## src/rtl/accumulator_8_bits.sv

```systemverilog
// accumulator_8_bits
//   Sums N_SAMPLES operands from an upstream adder stage, then holds the
//   result until downstream consumes it. Two-state handshake FSM:
//   ACCUM accepts operands, HOLD presents the completed run.
//
// Ports
//   clk_i        sole clock, rising edge
//   reset_n_i    synchronous active-low reset
//   clear_i      synchronous abort of the current run / held result
//   data_in_i    operand (upstream adder SUM bus)
//   in_valid_i   operand valid
//   in_ready_o   block accepts an operand this cycle (ACCUM)
//   result_o     registered accumulator, modulo 2^WIDTH
//   ovf_o        sticky carry-out of any accumulation step in this run
//   out_valid_o  result_o/ovf_o hold a completed run (HOLD)
//   out_ready_i  downstream consumes the result this cycle
//   count_o      operands accepted in the current run
module accumulator_8_bits #(
  parameter int WIDTH     = 8,
  parameter int N_SAMPLES = 4   // legal range 2..15 (count_o is 4 bits)
) (
  input  logic             clk_i,
  input  logic             reset_n_i,
  input  logic             clear_i,
  input  logic [WIDTH-1:0] data_in_i,
  input  logic             in_valid_i,
  output logic             in_ready_o,
  output logic [WIDTH-1:0] result_o,
  output logic             ovf_o,
  output logic             out_valid_o,
  input  logic             out_ready_i,
  output logic [3:0]       count_o
);

  typedef enum logic {ACCUM = 1'b0, HOLD = 1'b1} state_e;

  localparam logic [3:0] LAST = 4'(N_SAMPLES - 1);

  state_e           state_q;
  logic [WIDTH-1:0] acc_q;
  logic             ovf_q;
  logic [3:0]       cnt_q;
  logic             in_ready_q;
  logic             out_valid_q;

  // Next values for an accepted operand. Carry-in is always 0; the carry-out
  // of this single addition feeds the sticky overflow flag.
  logic [WIDTH-1:0] acc_d;
  logic             carry_d;
  logic             ovf_d;
  logic [3:0]       cnt_d;

  assign {carry_d, acc_d} = {1'b0, acc_q} + {1'b0, data_in_i};
  assign ovf_d            = ovf_q | carry_d;
  assign cnt_d            = cnt_q + 4'd1;

  // Single-process FSM. Handshake flags are registered alongside the state so
  // they never depend combinationally on in_valid_i / out_ready_i.
  always_ff @(posedge clk_i) begin
    if (!reset_n_i || clear_i) begin
      // reset and clear share the same effect; reset simply wins priority
      state_q     <= ACCUM;
      acc_q       <= '0;
      ovf_q       <= 1'b0;
      cnt_q       <= 4'd0;
      in_ready_q  <= 1'b1;
      out_valid_q <= 1'b0;
    end else begin
      case (state_q)
        ACCUM: begin
          if (in_valid_i) begin
            acc_q <= acc_d;
            ovf_q <= ovf_d;
            cnt_q <= cnt_d;
            if (cnt_q == LAST) begin
              state_q     <= HOLD;
              in_ready_q  <= 1'b0;
              out_valid_q <= 1'b1;
            end
          end
        end
        HOLD: begin
          // operand inputs are ignored here; only the consume ends the run
          if (out_ready_i) begin
            state_q     <= ACCUM;
            acc_q       <= '0;
            ovf_q       <= 1'b0;
            cnt_q       <= 4'd0;
            in_ready_q  <= 1'b1;
            out_valid_q <= 1'b0;
          end
        end
        default: begin
          state_q     <= ACCUM;
          in_ready_q  <= 1'b1;
          out_valid_q <= 1'b0;
        end
      endcase
    end
  end

  assign in_ready_o  = in_ready_q;
  assign out_valid_o = out_valid_q;
  assign result_o    = acc_q;
  assign ovf_o       = ovf_q;
  assign count_o     = cnt_q;

endmodule

```

## config.mk

```make
export PLATFORM = sky130hd
export DESIGN_NAME = accumulator_8_bits
export DESIGN_NICKNAME = d
export VERILOG_FILES = /design/src/rtl/accumulator_8_bits.sv
export SDC_FILE = /design/constraint.sdc
export NUM_CORES = 1
export LEC_CHECK = 0
export ABC_AREA = 1
export CAP_MARGIN = 10
export CELL_PAD_IN_SITES_DETAIL_PLACEMENT = 1
export CELL_PAD_IN_SITES_GLOBAL_PLACEMENT = 1
export CORE_ASPECT_RATIO = 1.2
export CORE_MARGIN = 2
export CORE_UTILIZATION = 32
export CTS_CLUSTER_SIZE = 40
export DETAILED_ROUTE_END_ITERATION = 8
export PLACE_DENSITY_LB_ADDON = 0.1
export SKIP_CTS_REPAIR_TIMING = 1
export SYNTH_ARGS = -nofsm -noshare
export SYNTH_HDL_FRONTEND = slang
export SYNTH_SLANG_ARGS = --single-unit
```

## constraint.sdc

```tcl
create_clock -name clk_i -period 1.9 [get_ports clk_i]
set_input_delay 0.38 -clock clk_i [delete_from_list [all_inputs] [get_ports clk_i]]
set_output_delay 0.38 -clock clk_i [all_outputs]
set_load 0.02 [all_outputs]
```

* Word level (Yosys, flattened, before mapping)
Index checks and enable logic that the tools add are counted.
** Storage, ports and cells
- Memory bits (read-only) :: 0
- RAM bits :: 0
- Memories :: 0
- Output and inout port bits :: 15
- Logic and storage cells :: 38
- Register bits after elaboration :: 16
- Bits in latches :: 0
- Input port bits :: 13
** Operators by class
- Eq/ne operators :: 4
- Reductions and logical operators :: 4
- Shifts and indexed selects :: 0
- Magnitude comparators :: 0
- Add/sub/neg operators :: 2
- Div/mod/pow operators :: 0
- $mul :: 0
- Muxes and demuxes :: 20
- Bitwise logic cells :: 2
** Operator list (count)
- 8-bit 2-to-1 mux :: 2
- 8-bit case mux with 2 select lines :: 1
- 1-bit 2-to-1 mux :: 10
- 8-bit by 8-bit adder with 9-bit output :: 1
- 4-bit 2-to-1 mux :: 2
- 1-bit case mux with 2 select lines :: 4
- 4-bit case mux with 2 select lines :: 1
- 2-bit inequality test, second input constant :: 3
- 4-bit by 1-bit adder with 4-bit output, second input constant :: 1
- 4-bit by 2-bit equality test with 1-bit output, second input constant :: 1
- 3-bit AND reduction :: 1
- 2-bit AND reduction :: 1
- 1-bit logical NOT :: 1
- 1-bit logical OR :: 1
- 1-bit NOT :: 1
- 1-bit OR :: 1

* Longest topological paths before layout
Gate-level depths: netlist of run 1.
- Depth in word-level cells :: 4
- Mapped depth :: 9
- Gate-level depth less buffers :: 9

* Worst setup path after synthesis of run 1
Ideal clock, no wire load.
- Kind :: register to register
- From :: register acc_q[0], in the netlist result_o[0]
- To :: register acc_q[6], in the netlist result_o[6]
- Setup slack :: 0.350 ns
- Required time :: 1.786 ns
- Clock period less this slack :: 1.550 ns
- Data arrival time :: 1.436 ns
- Stages on the path, launching flop included :: 9
- Path buffers :: 0
- Library setup time :: 0.114 ns
- Path through :: dfxtp_1 > ha_1 > fa_1 > nand2_1 > nand2_2 > nand3b_4 > nand3b_1 > nand3_2 > a21oi_2
** Between the ends
- Longest elaborated chain between the ends :: 3
** Ends and longest elaborated chain
- from (decl) :: line 40 : logic [WIDTH-1:0] acc_q;
- from (signal assigned) :: line 63 : acc_q <= '0;
- from (signal assigned) :: line 72 : acc_q <= acc_d;
- from (signal assigned) :: line 86 : acc_q <= '0;
- 8-bit by 8-bit adder with 9-bit output :: line 53 : assign {carry_d, acc_d} = {1'b0, acc_q} + {1'b0, data_in_i};
- 8-bit 2-to-1 mux :: line 71 : if (in_valid_i) begin
- 8-bit case mux with 2 select lines :: line 69 : case (state_q)
Every way passes these cells. The select of a mux whose other input is x is not followed.
A chain may end at the register's enable or synchronous reset.

* Worst setup path after layout of run 1
- From :: input port data_in_i[0]
- To :: register acc_q[6], in the netlist result_o[6]
** Between the ends
- Longest elaborated chain between the ends :: 3
** Ends and longest elaborated chain
- from (decl) :: line 25 : input logic [WIDTH-1:0] data_in_i,
- 8-bit by 8-bit adder with 9-bit output :: line 53
- 8-bit 2-to-1 mux :: line 71
- 8-bit case mux with 2 select lines :: line 69
Every way passes these cells. The select of a mux whose other input is x is not followed.

==> impl_metrics.py, run 1 <==
metrics = {
    "route": {
        "first_pass_iters": 4,
        "viasPerCell": 4.85,
        "dr.first_iter.drc_count": 14,
        "drtAntennaViolNets": 0,
        "drc_errors": 0,
        "post_drt_wl_per_cell_um": 12.5,
        "wl_um": 2450,
        "route.vias.total": 950,
    },
    "worst_hold_path": {
        "min_delay_path_depth": 2,
        "worst_hold_startpoint": "ovf_o",
        "hold_class": "flop to flop",
        "min_to": "ovf_o",
    },
    "setup_path": {
        "path_class": "primary input to flop",
        "r2r-end": "result_o[6]",
        "startpoint_type": "primary input",
        "crit_path_end_kind": "flop",
        "rrSetupSlack_ns": 0.29,
        "crit_path_max_fanout": 3,
        "max_stage_delay_ns": 0.42,
        "reg2reg_from": "result_o[0]",
        "cp.required_ns": 2.12,
        "cp_slowest_cell": "fa_1",
        "arrival_ns": 2.01,
        "cp_common_cell": "nand2_2",
        "ff2ff_path_depth": 9,
        "path_cells": "clkdlybuf4s50_1 > ha_1 > fa_1 > nand2_1 > nand2_2 > nand3b_4 > nand2_2 > nand2_2 > nand3_2 > a21oi_2",
    },
    "clocking": {
        "cts_buffer_depth": 2,
        "worstSkewPairLatency_ns": 0.28,
        "clock-root-buffer": "clkbuf_4",
        "clk_pin_slew_ns": 0.09,
        "cts_sinks": 16,
        "htree_levels": 1,
        "cts_made_buffers": 3,
        "cts_tree": "done",
    },
    "floorplan": {
        "core_um2": 2810,
        "chipHeight_um": 63.8,
        "start_util_pct": 34.0,
        "die_area_um2": 3440,
        "die_w_um": 53.9,
        "ios": 28,
        "rows": 21,
    },
    "power_and_ir_drop": {
        "combPwrFrac_pct": 23.7,
        "pwr-share-seq_pct": 50.5,
        "ir_worst_vdd_uv": 323,
        "power_leakage_nw": 0.593,
        "power.density_nw_per_um2": 533,
        "internal_power_w": 0.000496,
        "swShare_pct": 28.8,
        "p_clk_share_pct": 25.8,
        "switchingPower_w": 0.000200,
    },
    "sta": {
        "post-route-period-util_pct": 94.1,
        "rsz0062_at_grt": "no",
        "worst_clock_skew_ns": 0.00498,
        "slew_headroom_pct": 79.4,
        "hold_violations": 0,
        "finalCriticalPeriod_ns": 1.79,
        "setup_viol_count_final": 0,
        "fin_ws_ns": 0.111,
        "max_freq_mhz": 559,
        "final_max_slew_viol_count": 0,
        "tightestPinTransition_ns": 0.309,
        "timing.hold.ws_ns": 0.456,
    },
    "final_layout": {
        "final_cell_area_um2": 1310,
        "area_growth_pct": 36.7,
        "layout_common_cells": "nand2_1, clkdlybuf4s50_1, a21oi_1, dfxtp_1, inv_1",
        "fin_cells": 196,
        "register_area_um2": 320,
        "fin_nets": 187,
        "fill_cells": 355,
        "n_antenna_cell": 0,
        "layout-drive-gt1-share_pct": 10.5,
        "layout_commonest_cell": "nand2_1",
        "multi_input_comb_area_um2": 571,
    },
    "run": {
        "max_cap_viol_count": 0,
    },
    "outcome": {
        "outcome": "complete, no violations",
    },
    "place": {
        "dp_hpwl_um": 1950,
        "gp_congestion": 0.767,
        "place_inst": 193,
        "dpl_cell_area_um2": 1280,
        "port_buffers": 27,
        "pre_cts_ws_ns": -0.177,
    },
    "logic_synthesis": {
        "syn_area_um2": 955,
        "netlist_instances": 130,
        "ys.flop_type": "dfxtp_1",
        "ys_types": 21,
        "syn_avg_cell_area_um2": 7.34,
        "synth_nets": 153,
        "async_flop_share_pct": 0,
        "yosysSeqAreaShare_pct": 33.6,
        "yosys_warnings": 0,
        "yosys_register_bits": 16,
        "synth_edf_count": 0,
    },
    "global_routing": {
        "grt_pass1_vias": 943,
        "antenna_found_initial": 0,
        "grt_use_total_pct": 16.1,
        "grt_max_degree": 11,
        "grt_pass1_wl_um": 4070,
        "grt_overflow": 0,
    },
}
==> area by class of cell <==
class                           count  area share, %
Multi-Input combinational cell     98           43.7
Sequential cell                    16           24.5
Timing Repair Buffer               30           22.4
Inverter                           15           4.31
Tap cell                           34           3.26
Clock buffer                        3           1.73
==> cells by family after synthesis <==
logic type | count (synthesis) | share of synthesized area [%]
buf+inv | 16 | 6.68
xor+xnor | 2 | 1.84
flops | 16 | 33.6
simple gates | 61 | 29.9
fa+ha+maj | 10 | 13.9
compound gates | 25 | 14.2
==> worst max-delay path: cells and delay by family <==
kind | cells | cell delay, ns
simple gates | 6 | 0.46
fa+ha+maj | 2 | 0.65
compound gates | 1 | 0.11
buf+inv | 1 | 0.40
==> worst max path at each step <==
stage	from	end	slack (ns)	depth (start not counted)
after floorplan	result_o[0]	result_o[6]	0.35	8
after global placement	data_in_i[0]	result_o[6]	-0.13	10
after detailed placement	data_in_i[0]	result_o[6]	-0.18	10
after CTS	data_in_i[0]	result_o[6]	0.11	10
after global routing	data_in_i[0]	result_o[6]	0.05	10
final	data_in_i[0]	result_o[6]	0.11	10
==> flip-flops by register name, summed over array words and instances, names as in the netlist <==
register     flops
in_ready_o       1
count_o          4
state_q          1
out_valid_o      1
result_o         8
ovf_o            1
==> synth_stat cells, drive strengths merged, types with 2 or more instances <==
library cell / count / area, um^2
a21oi: 18 / 97.6
dfxtp: 16 / 320
ha: 9 / 113
inv: 15 / 56.3
nand2: 40 / 163
nand3: 7 / 40.0
nand3b: 2 / 27.5
nand4: 2 / 12.5
nor2: 9 / 33.8
o21ai: 6 / 30.0
xor2: 2 / 17.5
==> through the flow <==
| step | setup TNS [ns] | utilization [%] | total power, W |
|---|---|---|---|
| finish | 0 | 46.4 | 0.000696 |
| global route | 0 | 46.4 | 0.000740 |
| CTS | 0 | 46.4 | 0.000707 |
| detailed placement | -0.615 | 45.6 | 0.000525 |
| global placement | -0.371 | 45.6 | 0.000521 |
| floorplan | 0 | - | 0.000454 |
==> routing by layer <==
layer	up-vias	wire (um)	global-route usage (%)
li1	491	-	-
met1	438	1120	18.9
met2	17	1220	27.3
met3	4	70	3.04
met4	0	39	6.73
met5	-	0	0
==> power by group through the flow <==
stage / clock network (W) / logic (W) / registers [W]
global placement: 0 / 0.000162 / 0.000359
floorplan: 0 / 0.0000855 / 0.000369
CTS: 0.000187 / 0.000168 / 0.000352
finish: 0.000180 / 0.000165 / 0.000351
detailed placement: 0 / 0.000166 / 0.000359
global route: 0.000204 / 0.000184 / 0.000353
Power figures use the tool's default switching activity.
==> run 2, diff against run 1 <==
==> constraint.sdc (replaced) <==
create_clock -name clk_i -period 1.9 [get_ports clk_i]
set_input_delay 0.57 -clock clk_i [delete_from_list [all_inputs] [get_ports clk_i]]
set_output_delay 0.57 -clock clk_i [all_outputs]
set_load 0.02 [all_outputs]
==> run 2 against run 1 <==
Largest cell class unchanged. Non-clock buffer count up 7. Count of clock-buffer cells in the layout up 1. Critical path depth unchanged. Highest routed layer unchanged. Cell area up 8.5%. Combinational power up 10%. Clock power up 29%. Worst hold slack better by 0.0057 ns. Register-to-register slack better by 0.08 ns. Sequential power about the same.
==> impl_metrics.py, run 2 (synthesis gave the netlist of run 1 again) <==
metrics = {
    "final_layout": {
        "layout_commonest_cell": "nand2_1",
        "final_cell_area_um2": 1420,
        "largest_register_ffs": 8,
        "fin_nets": 194,
        "layout-drive-gt1-share_pct": 17.6,
        "area_growth_pct": 48.4,
        "n_antenna_cell": 0,
        "layout_common_cells": "nand2_1, a21oi_1, dfxtp_1, clkdlybuf4s50_1, inv_1",
    },
    "clocking": {
        "clk_pin_slew_ns": 0.10,
        "cts_made_buffers": 3,
        "htree_levels": 1,
        "clock-root-buffer": "clkbuf_4",
        "worstSkewPairLatency_ns": 0.30,
        "cts_buffer_depth": 2,
        "cts_sinks": 16,
        "cts_tree": "done",
    },
    "floorplan": {
        "chipHeight_um": 63.8,
        "die_w_um": 53.9,
        "core_um2": 2810,
        "rows": 21,
        "ios": 28,
        "start_util_pct": 34.0,
        "die_area_um2": 3440,
    },
    "sta": {
        "finalCriticalPeriod_ns": 1.84,
        "worst_clock_skew_ns": 0.00400,
        "fin_ws_ns": 0.0556,
        "setup_viol_count_final": 0,
        "final_max_slew_viol_count": 0,
        "post-route-period-util_pct": 97.1,
        "max_freq_mhz": 542,
        "slew_headroom_pct": 78.9,
        "hold_violations": 0,
        "setup_tns_ns": 0,
        "tightestPinTransition_ns": 0.315,
    },
    "global_routing": {
        "grt_use_total_pct": 16.9,
        "antenna_found_initial": 0,
        "grt_max_degree": 11,
        "grt_pass1_wl_um": 4290,
        "grt_overflow": 0,
        "grt_pass1_vias": 990,
    },
    "setup_path": {
        "worst-path-buf-inv": 2,
        "cp_slowest_cell": "clkdlybuf4s50_1",
        "startpoint_type": "primary input",
        "max_stage_delay_ns": 0.45,
        "crit_path_end_kind": "flop",
        "path_class": "primary input to flop",
        "cp.required_ns": 2.14,
        "cp_common_cell": "nand2_1",
        "worst_path_dominant_cell_family": "buffers and inverters",
        "crit_path_max_fanout": 4,
        "path_cells": "clkdlybuf4s50_1 > buf_4 > ha_1 > a21oi_1 > nand2_2 > nand2_1 > nand2_1 > nand2_1 > nand3_1 > a21oi_1",
        "arrival_ns": 2.08,
    },
    "power_and_ir_drop": {
        "power_w": 0.000766,
        "power.density_nw_per_um2": 541,
        "power_leakage_nw": 0.818,
        "ir_worst_vdd_uv": 326,
    },
    "place": {
        "gp_congestion": 0.796,
        "dp_hpwl_um": 1940,
        "pre_cts_ws_ns": -0.347,
        "dpl_cell_area_um2": 1330,
        "port_buffers": 27,
    },
    "route": {
        "post_drt_wl_per_cell_um": 12.4,
        "wl_um": 2530,
        "met1_length_um": 1120,
        "route.vias.total": 998,
        "drtAntennaViolNets": 0,
        "drc_errors": 0,
        "wl_met2_um": 1280,
        "met3WireLength_um": 84,
        "viasPerCell": 4.89,
        "dr.first_iter.drc_count": 3,
        "first_pass_iters": 2,
        "topRoutingLayerUsed": "met4",
    },
    "run": {
        "max_cap_viol_count": 0,
    },
    "outcome": {
        "outcome": "complete, no violations",
    },
    "worst_hold_path": {
        "hold_class": "flop to flop",
    },
}
==> run 2: cell types whose count changed in the layout (fill, tap and decap cells not counted), moves of 2 or more <==
cell / previous run / this run
clkdlybuf4s50_1: 27 / 16
dlymetal6s2s_1: 0 / 11
buf_4: 3 / 10
nand2_1: 35 / 32
nand2_2: 5 / 7
==> run 2: layout make-up <==
type                       count  area (um^2)
clock buffer                   4         36.3
fill                         359         1400
sequential                    16          320
tap                           34         42.5
timing repair buffer          37          373
multi-input combinational     98          588
inverter                      15         56.3
==> run 2: path summary, 6_finish.rpt <==
kind	start	endpoint	slack, ns	cells after the start
max	data_in_i[1]	result_o[5]	0.06	10
min	ovf_o	ovf_o	0.46	2
min reg2reg	ovf_o	ovf_o	0.46	2
max reg2reg	result_o[0]	ovf_o	0.37	8
==> run 2: per-stage QoR <==
stage	hold slack, ns	utilization (%)	cells
after floorplan	0.475	-	130
after global placement	0.441	47.2	199
after detailed placement	0.454	47.2	199
after CTS	0.473	48.5	203
after global routing	0.490	50.4	204
final	0.462	50.4	204
==> run 2: worst reg2reg max path, delay by kind of cell, from the launching register on <==
family | cells | cell delay, ns
fa+ha+maj | 2 | 0.60
compound gates | 2 | 0.21
simple gates | 4 | 0.29
flops | 1 | 0.34
==> run 2: where the power goes <==
part	total (W)	switching, W	leakage (nW)	internal, W
Combinational	0.000182	0.0000911	0.667	0.0000906
Clock	0.000233	0.000116	0.0210	0.000117
Sequential	0.000351	0.00000739	0.130	0.000344
Total	0.000766	0.000215	0.818	0.000551
==> run 2: per-layer routing <==
layer	global-route usage, %	vias to the layer above
li1	-	505
met1	20.3	470
met2	28.2	18
met3	3.04	5
met4	7.69	0
met5	0	-
